--- src/rtl/sad_final_accumulator.sv ---
// sad_final_accumulator: resolves redundant sum/carry beats and accumulates NGROUPS of them into one block SAD
module sad_final_accumulator #(
    parameter int W       = 12,
    parameter int NGROUPS = 16,
    parameter int ACC_W   = 16
) (
    input  logic             clk,
    input  logic             rst_n,
    input  logic             clear,
    input  logic             in_valid,
    output logic             in_ready,
    input  logic [W-1:0]     in_sum,
    input  logic [W-1:0]     in_carry,
    output logic             out_valid,
    input  logic             out_ready,
    output logic [ACC_W-1:0] out_sad,
    output logic             out_ovf
);
    localparam int CW = (NGROUPS > 1) ? $clog2(NGROUPS) : 1;

    typedef enum logic [1:0] {ACCUM, DRAIN, HOLD} state_t;

    state_t           state, state_nxt;
    logic [CW-1:0]    cnt;
    logic [W:0]       p;
    logic             p_valid, p_last;
    logic [ACC_W-1:0] acc;
    logic             ovf_acc;
    logic [ACC_W:0]   sum;
    logic             accept, last_beat;

    // in_ready depends only on registered state and reset, never on out_ready
    assign in_ready  = rst_n & (state == ACCUM);
    assign accept    = in_valid & in_ready & ~clear;
    assign last_beat = cnt == CW'(NGROUPS - 1);
    // one extra bit captures the carry leaving the accumulator MSB
    assign sum       = {1'b0, acc} + (ACC_W + 1)'(p);

    // state register
    always_ff @(posedge clk or negedge rst_n) begin
        if (!rst_n) state <= ACCUM;
        else        state <= state_nxt;
    end

    // next-state: ACCUM collects beats, DRAIN folds in the last one, HOLD waits for the consumer
    always_comb begin
        state_nxt = state;
        case (state)
            ACCUM:   state_nxt = (accept && last_beat) ? DRAIN : ACCUM;
            DRAIN:   state_nxt = HOLD;
            HOLD:    state_nxt = out_ready ? ACCUM : HOLD;
            default: state_nxt = ACCUM;
        endcase
        if (clear) state_nxt = ACCUM;
    end

    // stage P: carry-propagate add of the redundant pair, tagged with block position
    always_ff @(posedge clk or negedge rst_n) begin
        if (!rst_n) begin
            p       <= '0;
            p_valid <= 1'b0;
            p_last  <= 1'b0;
            cnt     <= '0;
        end else if (clear) begin
            p_valid <= 1'b0;
            cnt     <= '0;
        end else begin
            p_valid <= accept;
            if (accept) begin
                p      <= {1'b0, in_sum} + {1'b0, in_carry};
                p_last <= last_beat;
                cnt    <= last_beat ? '0 : cnt + CW'(1);
            end
        end
    end

    // accumulator: inner beats add into acc, the last beat goes straight to the output register
    always_ff @(posedge clk or negedge rst_n) begin
        if (!rst_n) begin
            acc     <= '0;
            ovf_acc <= 1'b0;
        end else if (clear || state == DRAIN) begin
            acc     <= '0;
            ovf_acc <= 1'b0;
        end else if (p_valid && !p_last) begin
            acc     <= sum[ACC_W-1:0];
            ovf_acc <= ovf_acc | sum[ACC_W];
        end
    end

    // output register: loaded in DRAIN, held through HOLD until the consumer takes it
    always_ff @(posedge clk or negedge rst_n) begin
        if (!rst_n) begin
            out_valid <= 1'b0;
            out_sad   <= '0;
            out_ovf   <= 1'b0;
        end else if (clear) begin
            out_valid <= 1'b0;
        end else if (state == DRAIN) begin
            out_valid <= 1'b1;
            out_sad   <= sum[ACC_W-1:0];
            out_ovf   <= ovf_acc | sum[ACC_W];
        end else if (state == HOLD && out_ready) begin
            out_valid <= 1'b0;
        end
    end
endmodule

--- config.mk ---
export PLATFORM = sky130hd
export DESIGN_NAME = sad_final_accumulator
export DESIGN_NICKNAME = d
export VERILOG_FILES = /design/src/rtl/sad_final_accumulator.sv
export SDC_FILE = /design/constraint.sdc
export NUM_CORES = 1
export LEC_CHECK = 0
export CORE_AREA = 2 2 101 103
export CTS_CLUSTER_SIZE = 25
export DETAILED_ROUTE_END_ITERATION = 12
export DIE_AREA = 0 0 103 105
export PLACE_DENSITY_LB_ADDON = 0.2
export SYNTH_ARGS = -nofsm -noshare
export SYNTH_HDL_FRONTEND = slang
export SYNTH_SLANG_ARGS = --single-unit
--- constraint.sdc ---
create_clock -name clk -period 3.9 [get_ports clk]
set_input_delay 0.585 -clock clk [delete_from_list [all_inputs] [get_ports clk]]
set_output_delay 0.585 -clock clk [all_outputs]
set_load 0.01 [all_outputs]
# Word level (Yosys, flattened, before mapping)
# Cells that the tools add are included.
[op_classes]
n_addsub = 3
eq_ne = 3
muxes = 15
bitwise_logic = 5
n_reduce_logical = 11
[op_table]
columns = ["op", "count"]
rows = [
  ["$mux W16", 2],
  ["$add A16 B13 Y17", 1],
  ["$add A12 B12 Y13", 1],
  ["$mux W4", 3],
  ["$mux W1", 7],
  ["$pmux W2 S3", 1],
  ["$add A4 B1 Y4 const B", 1],
  ["$eq A4 B4 Y1 const B", 1],
  ["$mux W2", 2],
  ["$reduce_and A2 Y1", 2],
  ["$reduce_bool A2 Y1", 2],
  ["$and A1 B1 Y1", 3],
  ["$logic_and A1 B1 Y1", 3],
  ["$reduce_bool A3 Y1", 1],
  ["$eq A2 B1 Y1 const B", 1],
  ["$eq A2 B2 Y1 const B", 1],
  ["$logic_not A2 Y1", 1],
  ["$logic_not A1 Y1", 1],
  ["$logic_or A1 B1 Y1", 1],
  ["$not A1 Y1", 1],
  ["$or A1 B1 Y1", 1],
]
[totals]
reg_bits = 56
inputBits = 29
output_inout_bits = 19
wordCells = 47

# Longest topological paths before layout
[logic_depth]
word_depth = 8
depth_mapped = 8
depth_no_buf = 8

# Least setup slack after synthesis
# Ideal clock, no wire load.
[synth_timing]
kind = "reg2reg"
from = "reg p[0]"
to = "reg acc[14]"
setup_time_ns = 0.120
t_arrival_ns = 2.184
required_time_ns = 3.780
path_slack_ns = 1.596
stages_incl_launch_ff = 9
n_path_buf = 0
period_less_slack_ns = 2.304
path_cell_list = "dfrtp_1 > ha_1 > fa_1 > a21oi_1 > o211a_1 > or4_4 > a21oi_1 > a21oi_1 > a31o_2"
[synth_via]
elab_chain_len = 3
[synth_lines]
columns = ["item", "line", "rtl"]
rows = [
  ["start, declared", "25", "logic [W:0] p;"],
  ["start signal, assigned", "70", "p <= {1'b0, in_sum} + {1'b0, in_carry};"],
  ["$add A16 B13 Y17", "37", "assign sum = {1'b0, acc} + (ACC_W + 1)'(p);"],
  ["$mux W16", "85", "end else if (p_valid && !p_last) begin"],
  ["$mux W16", "82", "end else if (clear || state == DRAIN) begin"],
  ["end signal, assigned", "86", "acc <= sum[ACC_W-1:0];"],
  ["end, declared", "27", "logic [ACC_W-1:0] acc;"],
]
# No other way between the ends. The select of a mux whose other input is x is not followed.
# A chain may end at the register's enable or synchronous reset.

# Worst setup path in the final report
# Same ends and word-level chain as after synthesis.

==> PnR_summary.wiki <==
{| class="wikitable"
! Metric !! Value
|-
| Die Ht || around 110 µm
|-
| Count of final max-slew check failures || 0
|-
| Run status || finished clean
|-
| Post-synth net total || approximately 420
|-
| Fin Hold WS || 0.440 ns
|-
| Part of the Yosys area used for sequential elements || 0.424
|-
| Number of global-route vias before repair || 2,501
|-
| Number of CTS-inserted buffers || 5
|-
| Area share of the largest cell type after synthesis || 0.424
|-
| Top flip-flop cell by instance count after synthesis || sky130_fd_sc_hd__dfrtp_1
|-
| Half-perimeter wire length after detailed placement || around 5300 µm
|-
| Buf/Inv on CP || 0
|-
| Cell accounting for the most synthesized area || sky130_fd_sc_hd__dfrtp_1
|-
| Register-to-Register Path Depth || 8
|-
| Number of logic stages on the critical path including buffering || 8
|-
| Terminus of the critical flop-to-flop path || acc[14]$_DFFE_PN0P_
|-
| Leading cell types by total area after synthesis || sky130_fd_sc_hd__dfrtp_1 42%, sky130_fd_sc_hd__ha_1 9.8%, sky130_fd_sc_hd__nand2_1 5.8%
|-
| Unrepaired setup endpoints after global routing || false
|-
| Post-CTS Hold Fix Bufs || 0
|-
| Post-CTS setup buffers || 0
|-
| Startpoint class of the critical path || flop
|-
| Area grow syn2layout || 22.2%
|-
| Slowest CP cell || sky130_fd_sc_hd__or4_4
|-
| Yosys cell types || 47
|-
| Total Die Area || 10,800 µm²
|-
| CTS tree || yes
|-
| LEAKAGE || 1.77 nW
|-
| Count of mapped cells out of synthesis || 361
|-
| Number of inserted filler cells in the final layout || 1,006
|-
| Post-cts gate resize count || 0
|-
| Worst vdd rail ir drop || between 0.15 and 0.2 mV
|-
| Remaining Overflow, GRT || 0
|-
| Crit-path most repeated cell || sky130_fd_sc_hd__a21oi_1
|-
| Total length of routed wires || between 6000 and 7000 µm
|-
| # H-tree levels || 2
|-
| Worst-margin pin slew || 0.842 ns
|-
| Deepest clock path buffer count || 2
|-
| Slowest cell delay on critical path || between 0.5 and 0.6 ns
|-
| Core Area || 9640 µm²
|-
| Total number of nets in the final design || 464
|-
| Number of design-rule violations left by the first detailed-router iteration || 69
|-
| DR vias || about 2,700
|-
| Horizontal die dimension || 103 µm
|-
| Areal power density over the cells || 338 nW/µm²
|-
| Global-route usage over all layers || 0.135
|-
| CTS sink cnt || 56
|-
| Max capacitance violation total || 0
|-
| IO Port Bufs || 47
|-
| Cell area after synthesis || approximately 3300 µm²
|-
| Proportion of layout cells with a drive suffix above 1 || 0.0515
|-
| Highest attainable clock frequency || 375 MHz
|-
| CP Cell Sequence || ha_1, fa_1, a21oi_1, o211a_1, or4_4, a21oi_1, a21oi_1, a31o_2
|-
| Worst hold-check path type || primary input to async pin
|-
| Critical path start-end classification || flop to flop
|-
| CP delay by family, top || compound AO/OA/AOI/OAI gates
|-
| First-pass GRT wire length || about 12,000 µm
|-
| Final count of negative-setup-slack endpoints || 0
|-
| Utilization after layout || 0.419
|-
| DRC violation count after routing || 0
|-
| Final Instance Area || 4040 µm²
|-
| Maximum fanout along the worst path || 5
|-
| Diode count || 0
|-
| Worst Path Required || 4.11 ns
|-
| Top cells by instance count after synthesis || 56 x sky130_fd_sc_hd__dfrtp_1, 51 x sky130_fd_sc_hd__nand2_1, 38 x sky130_fd_sc_hd__o21ai_0, 34 x sky130_fd_sc_hd__a21oi_1, 26 x sky130_fd_sc_hd__ha_1
|-
| Detailed-router iteration count before antenna repair || 4
|-
| Rel. slew slack || 0.439
|-
| Detail-routed via count per cell || 4.94
|-
| Initial antenna violation count || 0
|-
| Slack of the worst reg-to-reg path || roughly 1.2 ns
|-
| Number of enable flip-flop cells after synthesis || 0
|-
| Flop and latch count out of synthesis || 56
|-
| Routed length per placed instance || 12.9 µm
|-
| Dominant cell by count in the synthesized netlist || sky130_fd_sc_hd__dfrtp_1
|-
| Post-layout minimum cycle time || 2.67 ns
|-
| Yosys warns || 0
|-
| Top-Level Pins || 48
|-
| Hold violation count in the final report || 0
|-
| Antenna viol nets, final || 0
|-
| Async set-or-reset flop fraction in the synthesized netlist || 1.00
|-
| Final total negative setup slack || 0 ns
|-
| Effective utilization at floorplan || 0.343
|-
| Critical register-to-register path startpoint || p[0]$_DFFE_PN0P_
|-
| Largest clock skew in the final design || 0.00628 ns
|-
| Clock transition at the registers of the reported paths || 0.10 ns
|-
| Placer's final routability congestion estimate || 0.785
|-
| Placed Area || between 3000 and 4000 µm²
|-
| Clk Tree Root Cell || sky130_fd_sc_hd__clkbuf_8
|-
| Maximum number of pins on one net before global-route repair || 57
|-
| CP arrival || between 2 and 3 ns
|-
| Syn avg cell area || 9.15 µm²
|-
| Nature of the critical path endpoint || flop
|-
| Number of core rows || 36
|-
| Worst-Skew Late Latency || 0.31 ns
|-
| Part of the cycle the worst path needs || 0.683
|}
worst register-to-register path, cell delays in order (launching register included):
cell,delay [ns]
sky130_fd_sc_hd__dfrtp_1,0.41
sky130_fd_sc_hd__ha_1,0.23
sky130_fd_sc_hd__fa_1,0.24
sky130_fd_sc_hd__a21oi_1,0.11
sky130_fd_sc_hd__o211a_1,0.27
sky130_fd_sc_hd__or4_4,0.54
sky130_fd_sc_hd__a21oi_1,0.41
sky130_fd_sc_hd__a21oi_1,0.13
sky130_fd_sc_hd__a31o_2,0.22
cell families (layout without fill, tap and decap cells):
group,Yosys count,after routing,synth area share
fa+ha+maj,28,28,0.111
buf+inv,21,68,0.0239
flops,56,56,0.424
mux,4,4,0.0129
compound gates,108,108,0.194
simple gates,120,120,0.171
xor+xnor,24,24,0.0636
per-layer routing:
| metal | wire, µm | vias up | GRT usage |
|---|---|---|---|
| met5 | 0 | - | 0 |
| met2 | 3040 | 52 | 0.203 |
| li1 | - | 1371 | - |
| met4 | 110 | 0 | 0.0461 |
| met3 | 218 | 6 | 0.0234 |
| met1 | 3610 | 1242 | 0.194 |
stage by stage:
stage	total power (W)	cells	setup slack, ns
after floorplan	0.000880	361	1.60
after global placement	0.000991	533	1.03
after detailed placement	0.000994	533	1.01
after CTS	0.00139	541	1.29
after global routing	0.00145	541	1.12
final	0.00136	541	1.23
state kept, by name (all words and copies together) (netlist names), 2 cells and up:
register	cells
acc	16
cnt	4
p	13
out_sad	16
state	2
placed cells by master, fill, tap and decap left out, types with 2 or more instances in the layout:
cell type / count
sky130_fd_sc_hd__nor2_1: 22
sky130_fd_sc_hd__a311oi_1: 2
sky130_fd_sc_hd__o22ai_1: 2
sky130_fd_sc_hd__clkdlybuf4s50_1: 46
sky130_fd_sc_hd__o21ai_0: 38
sky130_fd_sc_hd__o211ai_1: 3
sky130_fd_sc_hd__fa_1: 2
sky130_fd_sc_hd__nand3_1: 14
sky130_fd_sc_hd__nor4_1: 3
sky130_fd_sc_hd__a21oi_1: 34
sky130_fd_sc_hd__o31ai_1: 2
sky130_fd_sc_hd__mux2_2: 2
sky130_fd_sc_hd__mux2i_1: 2
sky130_fd_sc_hd__or3_1: 3
sky130_fd_sc_hd__xnor2_1: 8
sky130_fd_sc_hd__nand2_1: 51
sky130_fd_sc_hd__clkbuf_8: 5
sky130_fd_sc_hd__or4_1: 3
sky130_fd_sc_hd__a41oi_1: 2
sky130_fd_sc_hd__o21bai_1: 2
sky130_fd_sc_hd__nand2b_1: 7
sky130_fd_sc_hd__and2_1: 3
sky130_fd_sc_hd__nand4_1: 5
sky130_fd_sc_hd__nor2b_1: 3
sky130_fd_sc_hd__a21o_1: 6
sky130_fd_sc_hd__o21a_1: 2
sky130_fd_sc_hd__ha_1: 26
sky130_fd_sc_hd__a31oi_1: 2
sky130_fd_sc_hd__o211a_1: 2
sky130_fd_sc_hd__buf_4: 5
sky130_fd_sc_hd__xor2_1: 16
sky130_fd_sc_hd__inv_1: 8
sky130_fd_sc_hd__dfrtp_1: 56
sky130_fd_sc_hd__a211oi_1: 3
final cells by class:
cell class / count / area (µm²) / area share
Clock inverter: 3 / 42.5 / 0.0105
Timing Repair Buffer: 52 / 503 / 0.125
Inverter: 8 / 30.0 / 0.00744
Multi-Input combinational cell: 284 / 1820 / 0.452
Clock buffer: 5 / 68.8 / 0.0170
Sequential cell: 56 / 1400 / 0.347
Tap cell: 133 / 166 / 0.0412
worst max path at each step:
stage,from,to,slack (ns)
2_1_floorplan,p[0]$_DFFE_PN0P_,acc[14]$_DFFE_PN0P_,1.60
3_3_place_gp,in_sum[0],p[12]$_DFFE_PN0P_,1.03
3_5_place_dp,in_sum[0],p[12]$_DFFE_PN0P_,1.01
4_1_cts,p[0]$_DFFE_PN0P_,acc[14]$_DFFE_PN0P_,1.29
5_1_grt,p[0]$_DFFE_PN0P_,acc[14]$_DFFE_PN0P_,1.12
6_report,p[0]$_DFFE_PN0P_,acc[14]$_DFFE_PN0P_,1.23
power by group:
| part | leakage [nW] | total, W | internal, W | switching [W] |
|---|---|---|---|---|
| Clock | 0.0541 | 0.000381 | 0.000190 | 0.000191 |
| Combinational | 0.958 | 0.000330 | 0.000141 | 0.000189 |
| Sequential | 0.754 | 0.000652 | 0.000620 | 0.0000323 |
(Power assumes the default switching activity.)
